===== src/rtl/crc32_frame_arbiter.sv =====
// crc32_frame_arbiter: shares one combinational CRC-32/MPEG-2 word step
// between two streaming requesters. The engine is granted for a whole frame
// with round-robin arbitration. The result is presented on a valid/ready port.

// One CRC-32/MPEG-2 step over a full 32-bit word. The input is MSB-first,
// with polynomial 0x04C11DB7 and no reflection.
module crc32 (
  input  logic [31:0] init,
  input  logic [31:0] data_in,
  output logic [31:0] crc_out
);
  localparam logic [31:0] POLY = 32'h04C11DB7;

  logic [31:0] w_crc;

  // The word is aligned with the register, so it is XORed in once.
  // The register is then shifted 32 times.
  always_comb begin
    w_crc = init ^ data_in;
    for (int i = 0; i < 32; i++) begin
      w_crc = w_crc[31] ? ({w_crc[30:0], 1'b0} ^ POLY) : {w_crc[30:0], 1'b0};
    end
  end

  assign crc_out = w_crc;
endmodule

module crc32_frame_arbiter #(
  parameter logic [31:0] INIT      = 32'hFFFFFFFF,
  parameter logic [31:0] FINAL_XOR = 32'h00000000
) (
  input  logic        clk,
  input  logic        rst_n,
  input  logic        s0_valid,
  output logic        s0_ready,
  input  logic [31:0] s0_data,
  input  logic        s0_last,
  input  logic        s1_valid,
  output logic        s1_ready,
  input  logic [31:0] s1_data,
  input  logic        s1_last,
  output logic        res_valid,
  input  logic        res_ready,
  output logic [31:0] res_crc,
  output logic [15:0] res_len,
  output logic        res_id
);
  typedef enum logic [1:0] {ST_IDLE, ST_BUSY, ST_DONE} state_t;

  state_t      r_state;
  state_t      w_state_next;
  logic        r_grant;      // requester owning the current frame
  logic        r_prio;       // requester favoured on the next contended grant
  logic [31:0] r_crc;
  logic [15:0] r_cnt;
  logic [31:0] r_res_crc;
  logic [15:0] r_res_len;
  logic        r_res_id;

  logic        w_sel_valid;
  logic        w_sel_last;
  logic [31:0] w_sel_data;
  logic [31:0] w_crc_next;
  logic [15:0] w_cnt_inc;
  logic        w_accept;
  logic        w_grant_go;
  logic        w_grant_id;
  logic        w_res_hs;

  // Only the granted channel is looked at. The other channel's data and last are ignored.
  assign w_sel_valid = r_grant ? s1_valid : s0_valid;
  assign w_sel_last  = r_grant ? s1_last  : s0_last;
  assign w_sel_data  = r_grant ? s1_data  : s0_data;

  assign w_accept   = (r_state == ST_BUSY) && w_sel_valid;
  assign w_grant_go = (r_state == ST_IDLE) && (s0_valid || s1_valid);
  // Under contention the pointer decides. Otherwise the lone requester wins.
  assign w_grant_id = (s0_valid && s1_valid) ? r_prio : s1_valid;
  assign w_res_hs   = (r_state == ST_DONE) && res_ready;
  assign w_cnt_inc  = (r_cnt == 16'hFFFF) ? r_cnt : r_cnt + 16'd1;

  crc32 u_crc (
    .init    (r_crc),
    .data_in (w_sel_data),
    .crc_out (w_crc_next)
  );

  // FSM state register.
  always_ff @(posedge clk or negedge rst_n) begin
    if (!rst_n) r_state <= ST_IDLE;
    else        r_state <= w_state_next;
  end

  // Next-state logic. A frame ends only on an accepted word carrying last.
  always_comb begin
    w_state_next = r_state;
    case (r_state)
      ST_IDLE: if (w_grant_go)              w_state_next = ST_BUSY;
      ST_BUSY: if (w_accept && w_sel_last)  w_state_next = ST_DONE;
      ST_DONE: if (w_res_hs)                w_state_next = ST_IDLE;
      default:                              w_state_next = ST_IDLE;
    endcase
  end

  // Latch the grant on frame start. Rotate priority away from the requester just served.
  always_ff @(posedge clk or negedge rst_n) begin
    if (!rst_n) begin
      r_grant <= 1'b0;
      r_prio  <= 1'b0;
    end else begin
      if (w_grant_go) r_grant <= w_grant_id;
      if (w_res_hs)   r_prio  <= ~r_grant;
    end
  end

  // Running CRC and word count. Both hold through valid gaps.
  always_ff @(posedge clk or negedge rst_n) begin
    if (!rst_n) begin
      r_crc <= 32'h0;
      r_cnt <= 16'h0;
    end else if (w_grant_go) begin
      r_crc <= INIT;
      r_cnt <= 16'h0;
    end else if (w_accept) begin
      r_crc <= w_crc_next;
      r_cnt <= w_cnt_inc;
    end
  end

  // Capture the result together with the last word. It stays stable throughout DONE.
  always_ff @(posedge clk or negedge rst_n) begin
    if (!rst_n) begin
      r_res_crc <= 32'h0;
      r_res_len <= 16'h0;
      r_res_id  <= 1'b0;
    end else if (w_accept && w_sel_last) begin
      r_res_crc <= w_crc_next ^ FINAL_XOR;
      r_res_len <= w_cnt_inc;
      r_res_id  <= r_grant;
    end
  end

  assign s0_ready  = (r_state == ST_BUSY) && !r_grant;
  assign s1_ready  = (r_state == ST_BUSY) &&  r_grant;
  assign res_valid = (r_state == ST_DONE);
  assign res_crc   = r_res_crc;
  assign res_len   = r_res_len;
  assign res_id    = r_res_id;
endmodule

===== config.mk =====
export PLATFORM = sky130hd
export DESIGN_NAME = crc32_frame_arbiter
export DESIGN_NICKNAME = d
export VERILOG_FILES = /design/src/rtl/crc32_frame_arbiter.sv
export SDC_FILE = /design/constraint.sdc
export NUM_CORES = 1
export LEC_CHECK = 0
export ABC_AREA = 0
export CAP_MARGIN = 20
export CORE_AREA = 8 8 135 137
export CTS_CLUSTER_DIAMETER = 40
export DETAILED_ROUTE_END_ITERATION = 8
export DIE_AREA = 0 0 143 145
export PLACE_DENSITY = 0.74
export SLEW_MARGIN = 10
export SYNTH_ARGS = -nofsm -noshare
export SYNTH_HDL_FRONTEND = slang
export SYNTH_SLANG_ARGS = --single-unit

===== constraint.sdc =====
create_clock -name clk -period 6.35 [get_ports clk]
set_input_delay 0.9525 -clock clk [delete_from_list [all_inputs] [get_ports clk]]
set_output_delay 0.9525 -clock clk [all_outputs]
set_load 0.01 [all_outputs]

# [Word level (Yosys, flattened, before mapping)]
# Cells that the tools add are included.
# Widths: inputs -> output; s select.
[word_totals] romBits=0 register_bits=101 wordCells=106 output_inout_bits=52 n_memories=0 ramBits=0 latchBits=0 inputBits=71
[op_classes] n_mul=0 n_lt_le_gt_ge=0 shift=0 addsub=1 n_bitwise=34 div=0 eq_ne=6 reduce_logical=12 mux=45
[ops] cell="$mux 27" count=32
[ops] cell="$not 14->14" count=32
[ops] cell="$mux 32" count=3
[ops] cell="$mux 16" count=3
[ops] cell="$xor 32x32->32" count=1
[ops] cell="$add 16x1->16 const B" count=1
[ops] cell="$eq 16x16->1 const B" count=1
[ops] cell="$logic_and 1x1->1" count=7
[ops] cell="$mux 2" count=3
[ops] cell="$pmux 2 s3" count=1
[ops] cell="$ne 2x1->1 const B" count=2
[ops] cell="$mux 1" count=3
[ops] cell="$reduce_and 3->1" count=1
[ops] cell="$eq 2x1->1 const B" count=1
[ops] cell="$eq 2x2->1 const B" count=1
[ops] cell="$logic_not 2->1" count=1
[ops] cell="$ne 2x2->1 const B" count=1
[ops] cell="$reduce_bool 2->1" count=1
[ops] cell="$logic_not 1->1" count=1
[ops] cell="$logic_or 1x1->1" count=1
[ops] cell="$not 1->1" count=1

# [Depth between registers and ports, before layout]
# Gate-level depths: netlist of run 1.
[depth] ltp_word=68 ltp_mapped=14 depth_no_buf=10

# [Modules after synthesis]
# Synthesis of run 1 repeated with hierarchy kept, for this count alone.
[unflattened] hier_cells=725 area_unflattened_um2=8001.4
[modules_own_cells] mod="crc32_frame_arbiter" area_per_inst_um2=4699.5 seq_area_each_um2=2527.4 cells_each=470 n_inst=1
[modules_own_cells] mod="crc32" area_per_inst_um2=3301.9 seq_area_each_um2=0.0 cells_each=255 n_inst=1

# [Least setup slack after synthesis of run 1]
# Ideal clock, no wire load.
[synth_timing] path_kind="input port to flip-flop" start="in s1_data[26]" end="reg r_crc[12]" t_required_ns=6.267 n_path_buf=0 setup_slack_ns=2.066 arrival_time_ns=4.202 setup_ns=0.083 cell_stages=10 cell_sequence="mux2i_1 -> xnor2_4 -> xnor3_1 -> xor2_4 -> xnor2_4 -> xnor3_4 -> xor2_4 -> xnor3_1 -> xnor3_1 -> o21ai_0"
[synth_via] elab_chain_cells=36 word_cells_on_any_way=56 cone_classes="mux (30); bitwise (26)"
[synth_rtl] element="start: declaration" line="40" source="input logic [31:0] s1_data,"
[synth_rtl] element="$mux 32 *" line="73" source="assign w_sel_data = r_grant ? s1_data : s0_data;"
[synth_rtl] element="$xor 32x32->32 *" line="19" source="w_crc = init ^ data_in;"
[synth_rtl] element="$mux 27 *" line="21" source="w_crc = w_crc[31] ? ({w_crc[30:0], 1'b0} ^ POLY) : {w_crc[30:0], 1'b0};"
[synth_rtl] element="$mux 27 (5 in series)" line="21"
[synth_rtl] element="$not 14->14 (no line)"
[synth_rtl] element="$mux 27" line="21"
[synth_rtl] element="$not 14->14 (no line)"
[synth_rtl] element="$mux 27 (3 in series)" line="21"
[synth_rtl] element="(+14 left out)"
[synth_rtl] element="$not 14->14 (no line)"
[synth_rtl] element="$mux 27" line="21"
[synth_rtl] element="$not 14->14 (no line)"
[synth_rtl] element="$mux 27" line="21"
[synth_rtl] element="$not 14->14 (no line)"
[synth_rtl] element="$mux 27 *" line="21"
[synth_rtl] element="$mux 32 *" line="124" source="end else if (w_accept) begin"
[synth_rtl] element="$mux 32 *" line="121" source="end else if (w_grant_go) begin"
[synth_rtl] element="end signal: assignment" line="125" source="r_crc <= w_crc_next;"
[synth_rtl] element="end: declaration" line="54" source="logic [31:0] r_crc;"
# Every way passes the cells marked *; elsewhere a longest branch is shown, timed or not. The select of a mux whose other input is x is not followed.
# A chain may end at the register's enable or synchronous reset.

# [Final worst setup path of run 1]
[layout_timing] start="reg r_grant" end="reg r_crc[12]"
[layout_via] elab_chain_cells=44 word_cells_on_any_way=70 cone_classes="mux (36); bitwise (32); reduce/logical (2)"
[layout_rtl] element="start: declaration" line="52" source="logic r_grant;"
[layout_rtl] element="start signal: assignment" line="111" source="if (w_grant_go) r_grant <= w_grant_id;"
[layout_rtl] element="$mux 32" line="73"
[layout_rtl] element="$xor 32x32->32" line="19"
[layout_rtl] element="$mux 27 / $not 14->14 (equally long branches) (3 in series)"
[layout_rtl] element="$not 14->14 (no line) / $mux 27 (equally long branches)"
[layout_rtl] element="$mux 27" line="21"
[layout_rtl] element="$mux 27 / $not 14->14 (equally long branches) (4 in series)"
[layout_rtl] element="$mux 27" line="21"
[layout_rtl] element="$not 14->14 (no line) / $mux 27 (equally long branches)"
[layout_rtl] element="(+23 left out)"
[layout_rtl] element="$not 14->14 (no line) / $mux 27 (equally long branches)"
[layout_rtl] element="$mux 27 / $not 14->14 (equally long branches)"
[layout_rtl] element="$not 14->14 (no line) / $mux 27 (equally long branches)"
[layout_rtl] element="$mux 27 / $not 14->14 (equally long branches)"
[layout_rtl] element="$not 14->14 (no line) / $mux 27 (equally long branches)"
[layout_rtl] element="$mux 27" line="21"
[layout_rtl] element="$mux 32" line="124"
[layout_rtl] element="$mux 32" line="121"
# Several ways; a longest one is shown, not always the timed one. The select of a mux whose other input is x is not followed.

==> flow_summary_export.csv, run 1 <==
group,metric,value,unit
global_routing,grt_pass1_vias,5783,
place,hpwlAfterDp,16.91,mm
clock_tree,postCtsHoldBufs,0,
cells_and_area,final_cell_mix,"155 x xnor2_1, 121 x clkdlybuf4s50_1, 100 x dfrtp_1",
sta,fin_tns_setup,0,ns
synthesis,syn-num-nets,800,
synthesis,syn_avg_cell_area,10.84,um2
critical_path,crit_start,"r_grant",
hold_path,hp-start,"res_crc[30]",
global_routing,antenna_found_initial,0,
die,coreArea,16170,um2
die,die_w,143,um
critical_path,crit_fanout,25,
hold_path,holdPathEnd,"res_crc[30]",
critical_path,crit_arrival,5.34,ns
synthesis,synth.distinct_cells,51,
critical_path,cp-start-kind,"flop",
global_routing,top_usage_layer,"met2",
sta,rsz0062_at_grt,"no",
synthesis,syn_area,7895,um2
sta,clock_skew,0.01160,ns
global_routing,grt_max_degree,58,
synthesis,ys_ff_latch,101,
route,post_drt_wl_per_cell,20.54,um
route,num_vias,5604,
synthesis,async_reset_ff_frac,1.000,
cells_and_area,area_growth,21.46,%
clock_tree,cts_buffers,9,
global_routing,grt_util_met3,0.05413,
sta,setup_violations,0,
die,fp.dieH,145,um
clock_tree,htree_levels,3,
clock_tree,clk_latency,0.36,ns
cells_and_area,multiInputGateArea,5218,um2
route,drt-initial-drc-count,395,
cells_and_area,final_common_cell,"xnor2_1",
sta,tightest_slew,0.9165,ns
outcome,outcome,"completed",
global_routing,use_met1,0.2947,
sta,relSlewSlack,0.3846,
sta,min_period,5.056,ns
place,finalWeightedCongestion,0.9483,
global_routing,grt-ovfl-total,0,
critical_path,r2r-start,"r_grant",
synthesis,syn_inst,728,
global_routing,grt_pass1_wl,34.31,mm
route,avgViaCountPerCell,5.277,
critical_path,crit_path_end_kind,"flop",
sta,max_freq,197.8,MHz
sta,hold_violations,0,
cells_and_area,fillers,1378,
clock_tree,post_cts_buffers,0,
critical_path,r2r-end,"r_crc[12]",
global_routing,grt_usage,0.2162,
clock_tree,cts_max_path_buffers,2,
hold_path,hold_depth,2,
route,drt_wl_total,21.81,mm
clock_tree,cts_tree,"built",
synthesis,ys_seq_area_frac,0.3201,
clock_tree,cts_resized,0,
synthesis,synth_flop_cell,"dfrtp_1",
place,port_buffers,122,
die,rows,47,
die,die_area,20740,um2
route,first_pass_iters,4,
die,ios,123,
route,postRouteAntennaNets,0,
global_routing,grtUsageMet2,0.3316,
critical_path,path_class,"flop to flop",
cells_and_area,regArea,2529,um2
critical_path,reg2reg_slack,1.29,ns
clock_tree,cts.sinks,101,
route,drc,0,
hold_path,hp-class,"flop to flop",
cells_and_area,drive_above_1_share,0.08195,
cells_and_area,diodes,0,
synthesis,yosys_warnings,0,
die,start_util,0.4882,
critical_path,worstRegToRegCells,10,
flow_run,maxCapViolCount,0,
clock_tree,cts_root_buf,"clkbuf_16",
clock_tree,clkSlewWorstSetupHoldPaths,0.08,ns
sta,min_period_over_period,0.7962,
critical_path,cp_data_required_time,6.63,ns
cells_and_area,layout.nets,909,
synthesis,synth_edf_count,0,
sta,slew_viol_final,0,
[worst max path at each step]
| stage | endpoint | slack, ns | depth (start not counted) |
|---|---|---|---|
| 6_report | r_crc[12] | 1.29 | 10 |
| 5_1_grt | r_crc[12] | 1.07 | 10 |
| 4_1_cts | r_crc[12] | 1.29 | 10 |
| 3_5_place_dp | r_crc[12] | 1.02 | 11 |
| 3_3_place_gp | r_crc[12] | 1.02 | 11 |
| 2_1_floorplan | r_crc[12] | 2.07 | 10 |
[worst max-delay path, stage by stage, from the launching register on]
cell and delay [ns]:
dfrtp_2 0.91, mux2i_1 0.32, xnor2_2 0.59, xnor3_1 0.54, xnor2_1 0.50, xnor3_1 0.54
xnor3_2 0.35, xnor2_4 0.38, xor2_2 0.33, xnor3_1 0.34, o21ai_0 0.17
[registers in the layout (all words and copies together), names as in the netlist]
signal and cells:
r_prio 1, r_state 2, r_crc 32, res_len 16, r_cnt 16, r_grant 1
res_id 1, res_crc 32
[per-stage QoR]
stage | cell area [um2] | worst slack (ns) | hold slack [ns] | cells | utilization
after floorplan | 7895 | 2.066 | 0.4484 | 728 | -
after global placement | 9304 | 1.024 | 0.4621 | 1046 | 0.5753
after detailed placement | 9304 | 1.018 | 0.4626 | 1046 | 0.5753
after CTS | 9589 | 1.291 | 0.4861 | 1062 | 0.5930
after global routing | 9589 | 1.074 | 0.5152 | 1062 | 0.5930
final | 9589 | 1.294 | 0.4794 | 1062 | 0.5930
[per-layer routing]
metal | wire (um) | vias to the layer above
met3 | 1601 | 25
met5 | 0 | -
met1 | 9699 | 2697
met2 | 10080 | 199
met4 | 427 | 0
li1 | - | 2683
[cell usage after synthesis, types with 2 or more instances]
cell | n | area (um2)
and2_1 | 3 | 18.77
mux2i_2 | 3 | 41.29
clkbuf_1 | 22 | 82.58
and4_1 | 2 | 17.52
xor2_1 | 51 | 446.7
xnor2_2 | 7 | 113.9
xor2_2 | 6 | 97.59
a311oi_1 | 3 | 26.28
o31ai_1 | 3 | 22.52
o21ai_1 | 3 | 15.01
xor2_4 | 2 | 55.05
xnor3_2 | 4 | 95.09
and3_1 | 3 | 18.77
xnor3_1 | 32 | 720.7
nor2_1 | 20 | 75.07
buf_6 | 3 | 33.78
buf_1 | 4 | 15.01
inv_1 | 3 | 11.26
xnor2_4 | 16 | 440.4
dfrtp_1 | 101 | 2527
nor2b_1 | 2 | 12.51
xor3_1 | 3 | 71.32
o21ai_0 | 86 | 430.4
nor3_1 | 16 | 80.08
xnor2_1 | 155 | 1358
a21oi_1 | 32 | 160.2
a31oi_1 | 5 | 31.28
nand4_1 | 4 | 25.02
nand2b_1 | 3 | 18.77
nand3_1 | 6 | 30.03
mux2i_1 | 34 | 340.3
or2_2 | 2 | 12.51
nand2_1 | 70 | 262.8
a22o_1 | 2 | 17.52
[logic make-up (layout without fill, tap and decap cells)]
| kind of cell | after synthesis | count (layout) | share of synthesized area |
|---|---|---|---|
| XOR/XNOR | 277 | 277 | 0.4338 |
| AO/OA/AOI/OAI | 143 | 143 | 0.09810 |
| AND/OR/NAND/NOR | 133 | 133 | 0.07417 |
| flip-flops | 101 | 101 | 0.3201 |
| multiplexers | 39 | 39 | 0.05262 |
| buffers and inverters | 34 | 148 | 0.01965 |
| adder cells (fa/ha/maj) | 1 | 1 | 0.001585 |
[final cells by class]
type,count,area share
Clock buffer,10,0.02388
Clock inverter,6,0.005872
Inverter,3,0.001174
Multi-Input combinational cell,593,0.5441
Sequential cell,101,0.2637
Tap cell,220,0.02871
Timing Repair Buffer,129,0.1326
Power of run 1 is not shown: default switching activity piles up to over one toggle a cycle in this logic, so the estimate is an artifact.
==> run 2, diff against run 1 <==
--- a/config.mk
+++ b/config.mk
@@ -11,7 +11,7 @@
 export CTS_CLUSTER_DIAMETER = 40
 export DETAILED_ROUTE_END_ITERATION = 8
 export DIE_AREA = 0 0 143 145
-export PLACE_DENSITY = 0.74
+export PLACE_DENSITY = 0.77
 export SLEW_MARGIN = 10
 export SYNTH_ARGS = -nofsm -noshare
 export SYNTH_HDL_FRONTEND = slang
==> constraint.sdc (replaced) <==
create_clock -name clk -period 4.3 [get_ports clk]
set_input_delay 0.645 -clock clk [delete_from_list [all_inputs] [get_ports clk]]
set_output_delay 0.645 -clock clk [all_outputs]
set_load 0.01 [all_outputs]
==> flow_summary_export.csv, run 2 (same netlist as run 1, synthesis figures left out) <==
group,metric,value,unit
outcome,outcome,"completed",
critical_path,path_cells,"clkdlybuf4s50_1 -> mux2i_1 -> xnor2_2 -> buf_4 -> buf_4 -> xnor3_1 -> xnor3_1 -> xor3_1 -> xor2_1 -> xor2_1 -> xnor3_1 -> xnor3_1 -> o21ai_1",
clock_tree,cts.sinks,101,
cells_and_area,area_growth,30.14,%
route,num_vias,6003,
cells_and_area,diodes,0,
sta,tightest_slew,1.001,ns
clock_tree,cts_buffers,9,
clock_tree,cts_tree,"built",
route,drt_wl_total,22.55,mm
die,rows,47,
critical_path,cp_data_required_time,4.57,ns
cells_and_area,stdcell_count,1149,
die,fp.dieH,145,um
place,port_buffers,122,
clock_tree,htree_levels,3,
cells_and_area,regArea,2529,um2
sta,clock_skew,0.009929,ns
route,drt-initial-drc-count,349,
critical_path,worst-path-buf-inv,3,
sta,holdWs,0.3628,ns
global_routing,grt-ovfl-total,0,
sta,max_freq,244.9,MHz
route,avgViaCountPerCell,5.225,
die,die_area,20740,um2
cells_and_area,final_common_cell,"xnor2_1",
global_routing,antenna_found_initial,0,
sta,hold_violations,0,
place,dpl.cell_count,1133,
global_routing,grt_usage,0.2228,
global_routing,grt_pass1_wl,35.62,mm
global_routing,grt_pass1_vias,6243,
route,post_drt_wl_per_cell,19.63,um
sta,min_period_over_period,0.9495,
critical_path,cp-start-kind,"primary input",
critical_path,crit_fanout,5,
die,ios,123,
route,first_pass_iters,5,
hold_path,hp-class,"primary input to asynchronous set/reset pin",
route,postRouteAntennaNets,0,
sta,fin_tns_setup,0,ns
route,drc,0,
cells_and_area,fin_area,10270,um2
cells_and_area,multiInputGateArea,5218,um2
cells_and_area,layout.nets,996,
clock_tree,clkSlewWorstSetupHoldPaths,0.07,ns
sta,rsz0062_at_grt,"no",
sta,setup_violations,0,
critical_path,path_class,"primary input to flop",
critical_path,cpMostUsedCell,"xnor3_1",
critical_path,max_stage_delay,0.41,ns
die,coreArea,16170,um2
place,dpl_cell_area,9995,um2
clock_tree,postCtsHoldBufs,0,
place,finalWeightedCongestion,0.9522,
sta,relSlewSlack,0.3327,
cells_and_area,final_cell_mix,"155 x xnor2_1, 121 x clkdlybuf4s50_1, 100 x dfrtp_1",
cells_and_area,drive_above_1_share,0.1679,
critical_path,crit_arrival,4.35,ns
critical_path,crit_slowest_cell,"xor2_1",
sta,slew_viol_final,0,
place,hpwlAfterDp,17.95,mm
clock_tree,cts_max_path_buffers,2,
clock_tree,cts_root_buf,"clkbuf_16",
die,start_util,0.4882,
sta,min_period,4.083,ns
cells_and_area,fillers,1305,
clock_tree,cts_resized,0,
global_routing,grt_max_degree,61,
critical_path,path_delay_family,"XOR/XNOR gates",
clock_tree,clk_latency,0.36,ns
die,die_w,143,um
critical_path,reg2reg_slack,0.25,ns
flow_run,maxCapViolCount,0,
critical_path,crit_path_end_kind,"flop",
clock_tree,post_cts_buffers,0,
==> run 2: cell types whose count changed in the layout (fill, tap and decap cells not counted) <==
| cell | change |
|---|---|
| inv_8 | -2 |
| buf_12 | +3 |
| clkinv_8 | +1 |
| buf_4 | +84 |
| clkinv_2 | +2 |
| clkinv_4 | -1 |
==> run 2: per-layer routing <==
layer  up-vias  GRT usage  share of wire
met5         -          0              0
met4         0    0.07815          0.028
met3        29    0.04987          0.068
met2       194     0.3584           0.47
met1      2919     0.2879           0.43
li1       2861          -              -
==> run 2: worst paths after layout <==
| path | start | to | cells after the start |
|---|---|---|---|
| max in group asynchronous | rst_n | r_grant | 2 |
| worst min-delay path | rst_n | res_crc[6] | 1 |
| worst min register to register | res_len[0] | res_len[0] | 2 |
| worst max register to register | r_grant | res_crc[12] | 13 |
| min in group clk | res_len[0] | res_len[0] | 2 |
| worst max-delay path | s1_data[27] | res_crc[12] | 13 |
==> run 2: per-stage QoR <==
stage	setup WS, ns	util
after detailed placement	-0.1505	0.6180
after CTS	0.2127	0.6354
final	0.2171	0.6354
after global placement	-0.05467	0.6180
after floorplan	0.3233	-
after global routing	0.03405	0.6354
==> run 2: cell type report <==
type / instances / share of cell area
multi-input combinational: 593 / 0.5078
sequential: 101 / 0.2461
timing repair buffer: 216 / 0.1909
tap: 220 / 0.02679
clock buffer: 10 / 0.02228
clock inverter: 6 / 0.004993
inverter: 3 / 0.001096
Power of run 2 is left out for the same reason.
==> run 3, diff against run 2 <==
--- a/config.mk
+++ b/config.mk
@@ -7,11 +7,12 @@
 export LEC_CHECK = 0
 export ABC_AREA = 0
 export CAP_MARGIN = 20
-export CORE_AREA = 8 8 135 137
+export CORE_AREA = 2 2 129 131
 export CTS_CLUSTER_DIAMETER = 40
 export DETAILED_ROUTE_END_ITERATION = 8
-export DIE_AREA = 0 0 143 145
-export PLACE_DENSITY = 0.77
+export DIE_AREA = 0 0 131 133
+export DONT_BUFFER_PORTS = 1
+export PLACE_DENSITY = 0.67
 export SLEW_MARGIN = 10
 export SYNTH_ARGS = -nofsm -noshare
 export SYNTH_HDL_FRONTEND = slang
==> flow_summary_export.csv, run 3 (same netlist as run 1, synthesis figures left out) <==
group,metric,value,unit
global_routing,grt_max_degree,102,
critical_path,worstRegToRegCells,12,
critical_path,max_stage_delay,0.62,ns
clock_tree,cts_buffers,9,
global_routing,antenna_found_initial,0,
global_routing,grt_pass1_wl,33.92,mm
die,coreArea,16170,um2
route,first_pass_iters,5,
route,post_drt_wl_per_cell,22.24,um
route,avgViaCountPerCell,5.492,
place,port_buffers,0,
sta,max_freq,247.0,MHz
die,fp.dieH,133,um
sta,clock_skew,0.01037,ns
route,num_vias,5448,
die,rows,47,
clock_tree,cts_root_buf,"clkbuf_16",
die,start_util,0.4882,
clock_tree,cts_tree,"built",
critical_path,cp-start-kind,"flop",
clock_tree,clk_latency,0.36,ns
sta,holdWs,0.2094,ns
route,met3_length,1.274,mm
sta,relSlewSlack,0.5390,
critical_path,path_class,"flop to flop",
critical_path,crit_arrival,4.32,ns
critical_path,path_cells,"buf_4 -> mux2i_2 -> xnor2_4 -> xor2_2 -> xnor2_4 -> buf_4 -> xnor3_1 -> xnor2_1 -> xor2_1 -> mux2i_1 -> o211ai_1 -> a211oi_1",
clock_tree,clkSlewWorstSetupHoldPaths,0.08,ns
cells_and_area,layout.nets,839,
die,die_w,131,um
route,met1_length,9.400,mm
sta,setup_violations,0,
flow_run,maxCapViolCount,0,
sta,min_period,4.049,ns
critical_path,crit_fanout,9,
route,drt_wl_total,22.06,mm
sta,rsz0062_at_grt,"yes",
critical_path,crit_slowest_cell,"xnor2_1",
route,postRouteAntennaNets,0,
critical_path,r2r-start,"r_grant",
global_routing,grt_usage,0.2645,
cells_and_area,fillers,1403,
clock_tree,cts.sinks,101,
cells_and_area,drive_above_1_share,0.1710,
outcome,outcome,"completed",
sta,min_period_over_period,0.9416,
cells_and_area,final_common_cell,"xnor2_1",
global_routing,grt_pass1_vias,5626,
route,drt-initial-drc-count,374,
critical_path,cp_data_required_time,4.57,ns
route,top_layer,"met4",
die,die_area,17420,um2
die,ios,123,
route,drc,0,
sta,tightest_slew,0.6865,ns
place,finalWeightedCongestion,0.9725,
critical_path,reg2reg_slack,0.25,ns
sta,fin_tns_setup,0,ns
clock_tree,htree_levels,3,
global_routing,grt-ovfl-total,0,
cells_and_area,diodes,0,
clock_tree,cts_max_path_buffers,2,
critical_path,crit_path_end_kind,"flop",
critical_path,r2r-end,"r_crc[26]",
cells_and_area,final_cell_mix,"151 x xnor2_1, 100 x dfrtp_1, 86 x o21ai_0",
sta,slew_viol_final,0,
route,wl_met2,10.86,mm
hold_path,hp-class,"primary input to asynchronous set/reset pin",
place,hpwlAfterDp,17.38,mm
sta,hold_violations,0,
cells_and_area,area_growth,12.88,%
-- run 3: repair_timing --
action | CTS | global route
endpoints found under the setup margin | 5 | 13
resized for setup | 2 | 11
pin swaps | 0 | 3
endpoints found under the hold margin | 101 | 0
hold buffers | 1 | 0
buffers inserted | 0 | 6
-- run 3: per-stage QoR --
| stage | instance area, um2 | util | setup WS, ns | cells |
|---|---|---|---|---|
| global placement | 8448 | 0.5224 | 0.03691 | 969 |
| detailed placement | 8448 | 0.5224 | -0.006774 | 969 |
| global route | 8912 | 0.5511 | -0.03756 | 992 |
| finish | 8912 | 0.5511 | 0.2510 | 992 |
| CTS | 8801 | 0.5442 | 0.05713 | 986 |
| floorplan | 7895 | - | 0.3233 | 728 |
-- run 3: critical path: cells and delay by family (launching register included) --
kind / cells / cell delay, ns
buffers and inverters: 2 / 0.42
xor gates and xnor gates: 6 / 2.10
AOI/OAI and AO/OA: 2 / 0.34
muxes: 2 / 0.58
DFF: 1 / 0.52
-- run 3: final cells by class --
| type | instances | area [um2] | share of cell area |
|---|---|---|---|
| multi-input cells | 593 | 5293 | 0.5939 |
| flip-flops and latches | 101 | 2529 | 0.2837 |
| repair buffers | 59 | 488.0 | 0.05475 |
| well taps | 220 | 275.3 | 0.03089 |
| clock buffers | 9 | 225.2 | 0.02527 |
| clock inverters | 7 | 91.34 | 0.01025 |
| inverters | 3 | 11.26 | 0.001264 |
-- run 3: how the worst max path moves through the flow --
| stage | slack (ns) | endpoint | from |
|---|---|---|---|
| 2_1_floorplan | 0.32 | r_crc[12] | s1_data[26] |
| 3_3_place_gp | 0.04 | res_crc[14] | r_grant |
| 3_5_place_dp | -0.007 | res_crc[14] | r_grant |
| 4_1_cts | 0.06 | r_crc[12] | r_grant |
| 5_1_grt | -0.04 | res_crc[4] | r_grant |
| 6_report | 0.25 | r_crc[26] | r_grant |
-- run 3: metal layers --
metal  GRT usage  up-vias
met5           0        -
met4     0.07506        0
met3     0.04812       29
met2      0.4298      187
met1      0.3628     2689
li1            -     2543
Power of run 3 is left out for the same reason.
